--- config.mk ---
export PLATFORM = sky130hd
export DESIGN_NAME = stopwatch_ctrl
export DESIGN_NICKNAME = d
export VERILOG_FILES = /design/src/rtl/stopwatch_ctrl.sv
export SDC_FILE = /design/constraint.sdc
export NUM_CORES = 1
export LEC_CHECK = 0
export CORE_ASPECT_RATIO = 1.2
export CORE_UTILIZATION = 35
export DETAILED_ROUTE_END_ITERATION = 12
export PLACE_DENSITY = 0.53
export SLEW_MARGIN = 5
export SYNTH_ARGS = -nofsm -noshare
export SYNTH_HDL_FRONTEND = slang
export SYNTH_SLANG_ARGS = --single-unit
export TNS_END_PERCENT = 50
--- constraint.sdc ---
create_clock -name clk -period 4.31 [get_ports clk]
set_input_delay 0.862 -clock clk [delete_from_list [all_inputs] [get_ports clk]]
set_output_delay 0.862 -clock clk [all_outputs]
set_load 0.02 [all_outputs]
--- src/rtl/stopwatch_ctrl.sv ---
// stopwatch_ctrl: control sequencer for the stopwatch.
//   Debounces the start/stop, lap and clear buttons. Runs the IDLE/RUN/LAP/STOP
//   state machine. Produces the count tick, the clear pulse and the lap-capture
//   strobe for the BCD counter and lap register, plus the display-mux select.
// Ports:
//   clk, rst                    clock; asynchronous active-high reset
//   btn_start/btn_lap/btn_clr   raw buttons, asynchronous to clk
//   run                         counter advancing (RUN or LAP)
//   tick                        1-cycle count enable
//   clr                         1-cycle clear of counter and lap register
//   lap_load                    1-cycle lap capture strobe
//   show_lap                    display select (1 = held lap time)
//   state                       00 IDLE, 01 RUN, 10 LAP, 11 STOP
// Every output is registered.

// Per-button path: 2-flop synchroniser, stability counter, rising-edge pulse.
module stopwatch_ctrl_deb #(
  parameter int DEB_CYCLES = 500000
) (
  input  logic clk,
  input  logic rst,
  input  logic btn_i,
  output logic press_o
);
  localparam int CW = (DEB_CYCLES > 2) ? $clog2(DEB_CYCLES) : 1;
  localparam logic [CW-1:0] CNT_MAX = CW'(DEB_CYCLES - 1);

  logic [1:0]    sync_q;
  logic [CW-1:0] cnt_q;
  logic          deb_q, deb_prev_q, press_q;

  always_ff @(posedge clk or posedge rst) begin
    if (rst) begin
      sync_q     <= '0;
      cnt_q      <= '0;
      deb_q      <= 1'b0;
      deb_prev_q <= 1'b0;
      press_q    <= 1'b0;
    end else begin
      sync_q     <= {sync_q[0], btn_i};
      deb_prev_q <= deb_q;
      // Registered edge detect: the pulse lands one cycle after deb rises.
      press_q    <= deb_q & ~deb_prev_q;
      if (sync_q[1] == deb_q) begin
        cnt_q <= '0;
      end else if (cnt_q == CNT_MAX) begin
        deb_q <= sync_q[1];
        cnt_q <= '0;
      end else begin
        cnt_q <= cnt_q + 1'b1;
      end
    end
  end

  assign press_o = press_q;
endmodule

module stopwatch_ctrl #(
  parameter int DEB_CYCLES = 500000,
  parameter int TICK_DIV   = 1000000
) (
  input  logic       clk,
  input  logic       rst,
  input  logic       btn_start,
  input  logic       btn_lap,
  input  logic       btn_clr,
  output logic       run,
  output logic       tick,
  output logic       clr,
  output logic       lap_load,
  output logic       show_lap,
  output logic [1:0] state
);
  localparam int NUM_BTN = 3;
  localparam int DW      = $clog2(TICK_DIV);
  localparam logic [DW-1:0] DIV_MAX = DW'(TICK_DIV - 1);

  typedef enum logic [1:0] {
    S_IDLE = 2'b00,
    S_RUN  = 2'b01,
    S_LAP  = 2'b10,
    S_STOP = 2'b11
  } state_t;

  // Button index: 0 start, 1 lap, 2 clear.
  logic [NUM_BTN-1:0] btns, press;
  assign btns = {btn_clr, btn_lap, btn_start};

  stopwatch_ctrl_deb #(.DEB_CYCLES(DEB_CYCLES)) u_deb [NUM_BTN-1:0] (
    .clk    (clk),
    .rst    (rst),
    .btn_i  (btns),
    .press_o(press)
  );

  logic ev_start, ev_lap, ev_clr;
  assign ev_start = press[0];
  assign ev_lap   = press[1];
  assign ev_clr   = press[2];

  state_t        state_q, state_d;
  logic [DW-1:0] div_q, div_d;
  logic          run_q, run_d, tick_q, tick_d, clr_q, clr_d;
  logic          lap_load_q, lap_load_d, show_lap_q, show_lap_d;
  logic          count_en;

  always_ff @(posedge clk or posedge rst) begin
    if (rst) begin
      state_q    <= S_IDLE;
      div_q      <= '0;
      run_q      <= 1'b0;
      tick_q     <= 1'b0;
      clr_q      <= 1'b0;
      lap_load_q <= 1'b0;
      show_lap_q <= 1'b0;
    end else begin
      state_q    <= state_d;
      div_q      <= div_d;
      run_q      <= run_d;
      tick_q     <= tick_d;
      clr_q      <= clr_d;
      lap_load_q <= lap_load_d;
      show_lap_q <= show_lap_d;
    end
  end

  always_comb begin
    state_d    = state_q;
    clr_d      = 1'b0;
    lap_load_d = 1'b0;
    // Priority clr > start > lap, but only among events the state accepts.
    unique case (state_q)
      S_IDLE: begin
        if (ev_clr)        clr_d   = 1'b1;
        else if (ev_start) state_d = S_RUN;
      end
      S_RUN: begin
        if (ev_start) state_d = S_STOP;
        else if (ev_lap) begin
          state_d    = S_LAP;
          lap_load_d = 1'b1;
        end
      end
      S_LAP: begin
        if (ev_clr)        state_d    = S_RUN;
        else if (ev_start) state_d    = S_STOP;
        else if (ev_lap)   lap_load_d = 1'b1;
      end
      S_STOP: begin
        if (ev_clr) begin
          state_d = S_IDLE;
          clr_d   = 1'b1;
        end else if (ev_start) begin
          state_d = S_RUN;
        end
      end
      default: state_d = S_IDLE;
    endcase

    // Counting freezes in the very cycle we head to STOP, so the partial
    // interval is kept for resume and no tick escapes on the stop edge.
    count_en = (state_q == S_RUN || state_q == S_LAP) && (state_d != S_STOP);
    tick_d   = count_en && (div_q == DIV_MAX);
    div_d    = div_q;
    if (count_en)
      div_d = (div_q == DIV_MAX) ? '0 : div_q + 1'b1;
    else if (state_q == S_IDLE || state_d == S_IDLE)
      div_d = '0;

    run_d      = (state_d == S_RUN) || (state_d == S_LAP);
    show_lap_d = (state_d == S_LAP);
  end

  assign run      = run_q;
  assign tick     = tick_q;
  assign clr      = clr_q;
  assign lap_load = lap_load_q;
  assign show_lap = show_lap_q;
  assign state    = state_q;
endmodule

==> metrics, run 1 <==
CP Launch Type flop; largest net degree at the start of global routing 43; Final Critical Period approximately 2.9 ns; Cell Rows 46; CTS buffer count 9; WL per Instance 13.5 um; PwrDens about 360 nW/um2; Clk network pwr share between 40% and 50%; fin util about 41%; peak supply drop 0.237 mV; most common cell after layout, fill and taps aside dfrtp_1; HP Start u_deb[2].sync_q[0]$_DFF_PP0_; Main synth FF type dfrtp_1; largest stage delay on the critical path 0.62 ns; Sequential Power Share slightly below 50%; setup TNS after final layout 0 ns; RSZ-0062 raised after global routing false; hold slack final 0.350 ns; CP arrival about 3.2 ns; Logic pwr share ~2.4%; Die X ~110 um; total gr overflow 0; DRC Markers 0; Starting DRT DRC Count 149; Area Overhead vs Synth 12.5%; Vias/cell slightly above 5; Final ANT Viol Nets 0; Max Root-Sink Buffers 2; endpoint class of the critical path flop; TritonCTS clock tree yes; clk root buf clkbuf_16; Nets between 500 and 600; Post-synth ARST share 100%; die area 14200 um2; # port buffers 11; register area between 2000 and 2500 um2; status complete, no violations; first-pass GRT wire length roughly 16000 um; Worst R2R Setup Slack ~1.4 ns; Syn Nets a little over 500; fin crit share around two thirds; clock latency on the worst-skew pair 0.35 ns; core area 13300 um2; CTS Sinks just under 100; Post-Synthesis Cell Area 4790 um2; routed wl met3 247 um; initial antenna violation count 0; HPWL Detailed between 6000 and 7000 um; Min-Delay Path Depth 0; Worst Reg2Reg Path Length in Cells 12; vias in the first global route approximately 3500; Leak Pwr ~2.3 nW; Syn Area/Cell 9.85 um2; drt pass-1 iters 4; area taken by multi-input logic gates roughly 2200 um2; Worst Path Buf+Inv 1; #FFs+latches synth slightly below 100; Final Hold Viols 0; hold-fix buffers at CTS 0; Hold Path End u_deb[2].sync_q[1]$_DFF_PP0_; max_cap viols 0; ANT cells 0; via count between 3000 and 4000; dominant cells by area after synthesis dfrtp_1 (52%), xor2_1 (6.8%), nor2_1 (6.1%), nand3_1 (5.0%), xnor2_1 (3.3%); wl on met1 between 4000 and 5000 um; Setup Buffers After CTS 0; Power Total 1.92 mW; post-CTS resize count 0; Ports 12; Worst Path Required roughly 4.6 ns; Setup violations, final 0; share of cells above drive strength 1 6.02%; starting density of the core between 30 and 40%; H-tree levels 3; Rel. slew slack approximately 49%; dominant cell type by area after synthesis dfrtp_1; Crit Path Category flop to flop; Unique masters post-synth 43; Sw Share between 20% and 30%; GRT Util Overall between 10% and 20%; commonest non-fill, non-tap cells in the layout dfrtp_1 (99), nor2_1 (78), nand3_1 (48); Yosys warning count 0; filler cell count ~1300; actual slew at the worst max-slew pin around 0.76 ns; hold crit path type flop to flop; post-synth top area share about half; CP delay by family, top compound AO/OA/AOI/OAI gates; critical path's slowest cell a31oi_4; fin. max-slew vios 0; final WL roughly 9000 um; top sig layer met4; number of synthesized flops with an enable pin 0; fin area 5400 um2; reg2reg start state[0]$_DFF_PP0_; Int Pwr about 1.5 mW; Synth Instances between 400 and 500; Max Fclk 343 MHz; Die H between 100 and 150 um; crit-path cells inv_1 > ha_1 > nor2_1 > nor2_1 > nor3_1 > a31oi_1 > o21a_1 > ha_1 > nand2b_1 > a31oi_4 > nor3b_1 > o21bai_1; GP Congestion ~0.76; Clock Skews just over 0.009 ns; Placed Area 5050 um2; Crit Path Max Fanout 24; clock slew at reported path FFs about 0.060 ns; met2 wire len between 4000 and 5000 um; RR Endpoint div_q[16]$_DFFE_PP0P_; Seq/Total Area, Yosys about half; Sw Pwr just under 0.4 mW
cell type report:
| class | instances | area share (%) |
|---|---|---|
| sequential | 99 | 45.9 |
| clock inverter | 4 | 1.83 |
| timing repair buffer | 14 | 2.46 |
| multi-input combinational | 352 | 40.1 |
| inverter | 18 | 1.30 |
| tap | 168 | 3.90 |
| clock buffer | 11 | 4.50 |
cells by family (layout without fill, tap and decap cells):
| kind of cell | after synthesis | count (layout) | synth area share [%] |
|---|---|---|---|
| buffers and inverters | 36 | 47 | 3.31 |
| DFF | 99 | 99 | 51.7 |
| xor gates and xnor gates | 55 | 55 | 10.0 |
| muxes | 9 | 9 | 1.98 |
| and+or+nand+nor | 241 | 241 | 25.2 |
| adders and majority gates | 11 | 11 | 2.87 |
| AOI/OAI and AO/OA | 36 | 36 | 4.93 |
worst max path at each step:
stage / startpoint / end / slack, ns / cells past startpoint
4_1_cts: state[0]$_DFF_PP0_ / div_q[16]$_DFFE_PP0P_ / 1.37 / 12
3_3_place_gp: state[0]$_DFF_PP0_ / div_q[16]$_DFFE_PP0P_ / 1.55 / 12
5_1_grt: state[0]$_DFF_PP0_ / div_q[13]$_DFFE_PP0P_ / 1.09 / 12
3_5_place_dp: state[0]$_DFF_PP0_ / div_q[13]$_DFFE_PP0P_ / 1.39 / 12
2_1_floorplan: rst / clr$_DFF_PP0_ / 0.86 / 1
6_report: state[0]$_DFF_PP0_ / div_q[16]$_DFFE_PP0P_ / 1.39 / 12
metrics by stage:
step	setup WS, ns	cells
2_1_floorplan	0.858	487
3_3_place_gp	1.55	651
3_5_place_dp	1.39	651
4_1_cts	1.37	666
5_1_grt	1.09	666
6_report	1.39	666
layer usage:
layer  vias up  global-route usage, %
li1       1678                      -
met1      1651                   17.1
met2        25                   24.8
met3        14                   3.80
met4         0                   6.68
met5         -                      0
cells in the mapped netlist (6+ instances only):
| library cell | n |
|---|---|
| inv_1 | 18 |
| a21oi_1 | 12 |
| xnor2_1 | 18 |
| and3_1 | 17 |
| nor3_1 | 11 |
| nand2_1 | 33 |
| o21ai_0 | 6 |
| nand3_1 | 48 |
| buf_2 | 10 |
| dfrtp_1 | 99 |
| nor4_1 | 6 |
| nor2_1 | 78 |
| ha_1 | 11 |
| nand4_1 | 20 |
| xor2_1 | 37 |
state kept, by name (all words and copies together) (netlist names):
signal / count
u_deb.deb_q: 3
clr: 1
u_deb.sync_q: 6
state: 2
run: 1
show_lap: 1
u_deb.press_o: 3
lap_load: 1
div_q: 20
u_deb.cnt_q: 57
u_deb.deb_prev_q: 3
tick: 1
power by group through the flow:
stage / Clock (mW) / Sequential (mW) / Combinational (mW)
after floorplan: 0 / 0.963 / 0.0345
after global placement: 0 / 0.964 / 0.0483
after detailed placement: 0 / 0.965 / 0.0485
after CTS: 0.955 / 0.947 / 0.0490
after global routing: 0.987 / 0.948 / 0.0561
final: 0.924 / 0.947 / 0.0461
(Power assumes the default switching activity.)
==> run 2: changes to the inputs <==
clock period = 2.8 ns   (was 4.31 ns; I/O delays follow)
==> metrics, run 2 (same netlist as run 1, synthesis figures left out) <==
status complete, no violations; clock slew at reported path FFs about 0.070 ns; clock latency on the worst-skew pair approximately 0.34 ns; largest net degree at the start of global routing 60; fin area approximately 5400 um2; endpoint class of the critical path flop; Ports 12; starting density of the core 36.1%; final WL roughly 8700 um; Starting DRT DRC Count roughly 130; TritonCTS clock tree yes; Worst Path Required 3.06 ns; first-pass GRT wire length between 15000 and 20000 um; DRC Markers 0; Area Overhead vs Synth 12.3%; Clock Skews around 0.0065 ns; CTS Sinks between 90 and 100; Cell Rows 46; max_cap viols 0; HP Start u_deb[2].sync_q[0]$_DFF_PP0_; max FFs per register 57; Max Root-Sink Buffers 2; Die H 130 um; H-tree levels 3; Rel. slew slack between 40 and 50%; Final Hold Viols 0; PwrDens ~510 nW/um2; core area about 13000 um2; CTS buffer count 9; # port buffers 11; reg2reg start state[0]$_DFF_PP0_; actual slew at the worst max-slew pin about 0.78 ns; GP Congestion ~0.76; ANT cells 0; fin. max-slew vios 0; Final Critical Period about 2.6 ns; Vias/cell roughly 5.0; WL per Instance ~13 um; clk root buf clkbuf_16; share of cells above drive strength 1 7.17%; HPWL Detailed just under 6000 um; GRT Util Overall 14.0%; Crit Path Max Fanout 21; Placed Area 5090 um2; most common cell after layout, fill and taps aside dfrtp_1; Leak Pwr ~2.3 nW; hold-fix buffers at CTS 0; CP Launch Type flop; drt pass-1 iters 4; Regs by FF count u_deb.cnt_q: 57 flops, div_q: 20 flops, u_deb.sync_q: 6 flops; Place WS slightly above 0.2 ns; Crit Path Category flop to flop; Reg with most FFs u_deb.cnt_q; vias in the first global route between 3000 and 4000; commonest non-fill, non-tap cells in the layout dfrtp_1 (98), nor2_1 (78), nand3_1 (48); Power Total 2.72 mW; RSZ-0062 raised after global routing false; Nets slightly above 500; Die X roughly 110 um; Min-Delay Path Depth 0; Hold Path End u_deb[2].sync_q[1]$_DFF_PP0_; fin util 40.5%; Max Fclk just under 400 MHz; CP arrival roughly 2.8 ns; Worst Reg2Reg Path Length in Cells 13; Final ANT Viol Nets 0; setup TNS after final layout 0 ns; RR Endpoint div_q[13]$_DFFE_PP0P_; via count roughly 3300; hold crit path type flop to flop; total gr overflow 0; initial antenna violation count 0; Setup Buffers After CTS 0; Final Worst Setup Slack about 0.22 ns; Worst R2R Setup Slack 0.22 ns; die area 14200 um2; Setup violations, final 0; peak supply drop roughly 0.4 mV; fin crit share 92.2%
-- run 2: final cells by class --
| cell class | count | area, um2 |
|---|---|---|
| Fill cell | 1299 | 7910 |
| Sequential cell | 99 | 2480 |
| Multi-Input combinational cell | 352 | 2160 |
| Clock buffer | 11 | 253 |
| Tap cell | 168 | 210 |
| Timing Repair Buffer | 17 | 171 |
| Inverter | 18 | 71.3 |
| Clock inverter | 5 | 35.0 |
-- run 2: worst max-delay path by stage --
| stage | start | endpoint | cells past startpoint |
|---|---|---|---|
| final | state[0]$_DFF_PP0_ | div_q[13]$_DFFE_PP0P_ | 13 |
| after floorplan | state[0]$_DFF_PP0_ | div_q[0]$_DFFE_PP0P_ | 11 |
| after CTS | state[0]$_DFF_PP0_ | div_q[13]$_DFFE_PP0P_ | 13 |
| after global routing | state[0]$_DFF_PP0_ | div_q[11]$_DFFE_PP0P_ | 13 |
| after global placement | state[0]$_DFF_PP0_ | div_q[13]$_DFFE_PP0P_ | 13 |
| after detailed placement | state[0]$_DFF_PP0_ | div_q[13]$_DFFE_PP0P_ | 13 |
-- run 2: timing repair --
action,in CTS,in global routing
gates resized for setup,0,2
endpoints found under the hold margin,0,0
endpoints found under the setup margin,0,8
-- run 2: report_power, final --
group          switching (mW)  total (mW)  internal [mW]
Combinational          0.0507      0.0722         0.0215
Sequential             0.0126        1.46           1.44
Clock                   0.536        1.19          0.654
Total                   0.600        2.72           2.12
-- run 2: worst max-delay path, stage by stage, from the launching register on --
cell and delay, ns:
dfrtp_2 0.40, inv_1 0.08, ha_1 0.25, nor2_1 0.11, nor2_1 0.05, nor3_1 0.18, a31oi_1 0.10, o21a_1 0.17
ha_1 0.20, nand2b_1 0.20, a31oi_4 0.21, buf_6 0.23, nand4_1 0.12, o211ai_1 0.17
-- run 2: per-stage QoR --
step	hold slack [ns]	std cells
floorplan	0.331	487
global placement	0.337	654
detailed placement	0.335	654
CTS	0.350	670
global route	0.353	670
finish	0.349	670
-- run 2: metal layers --
layer	global-route usage, %	share of wire, %
met1	18.2	48
met2	22.4	47
met3	3.50	2.9
met4	5.25	1.5
met5	0	0
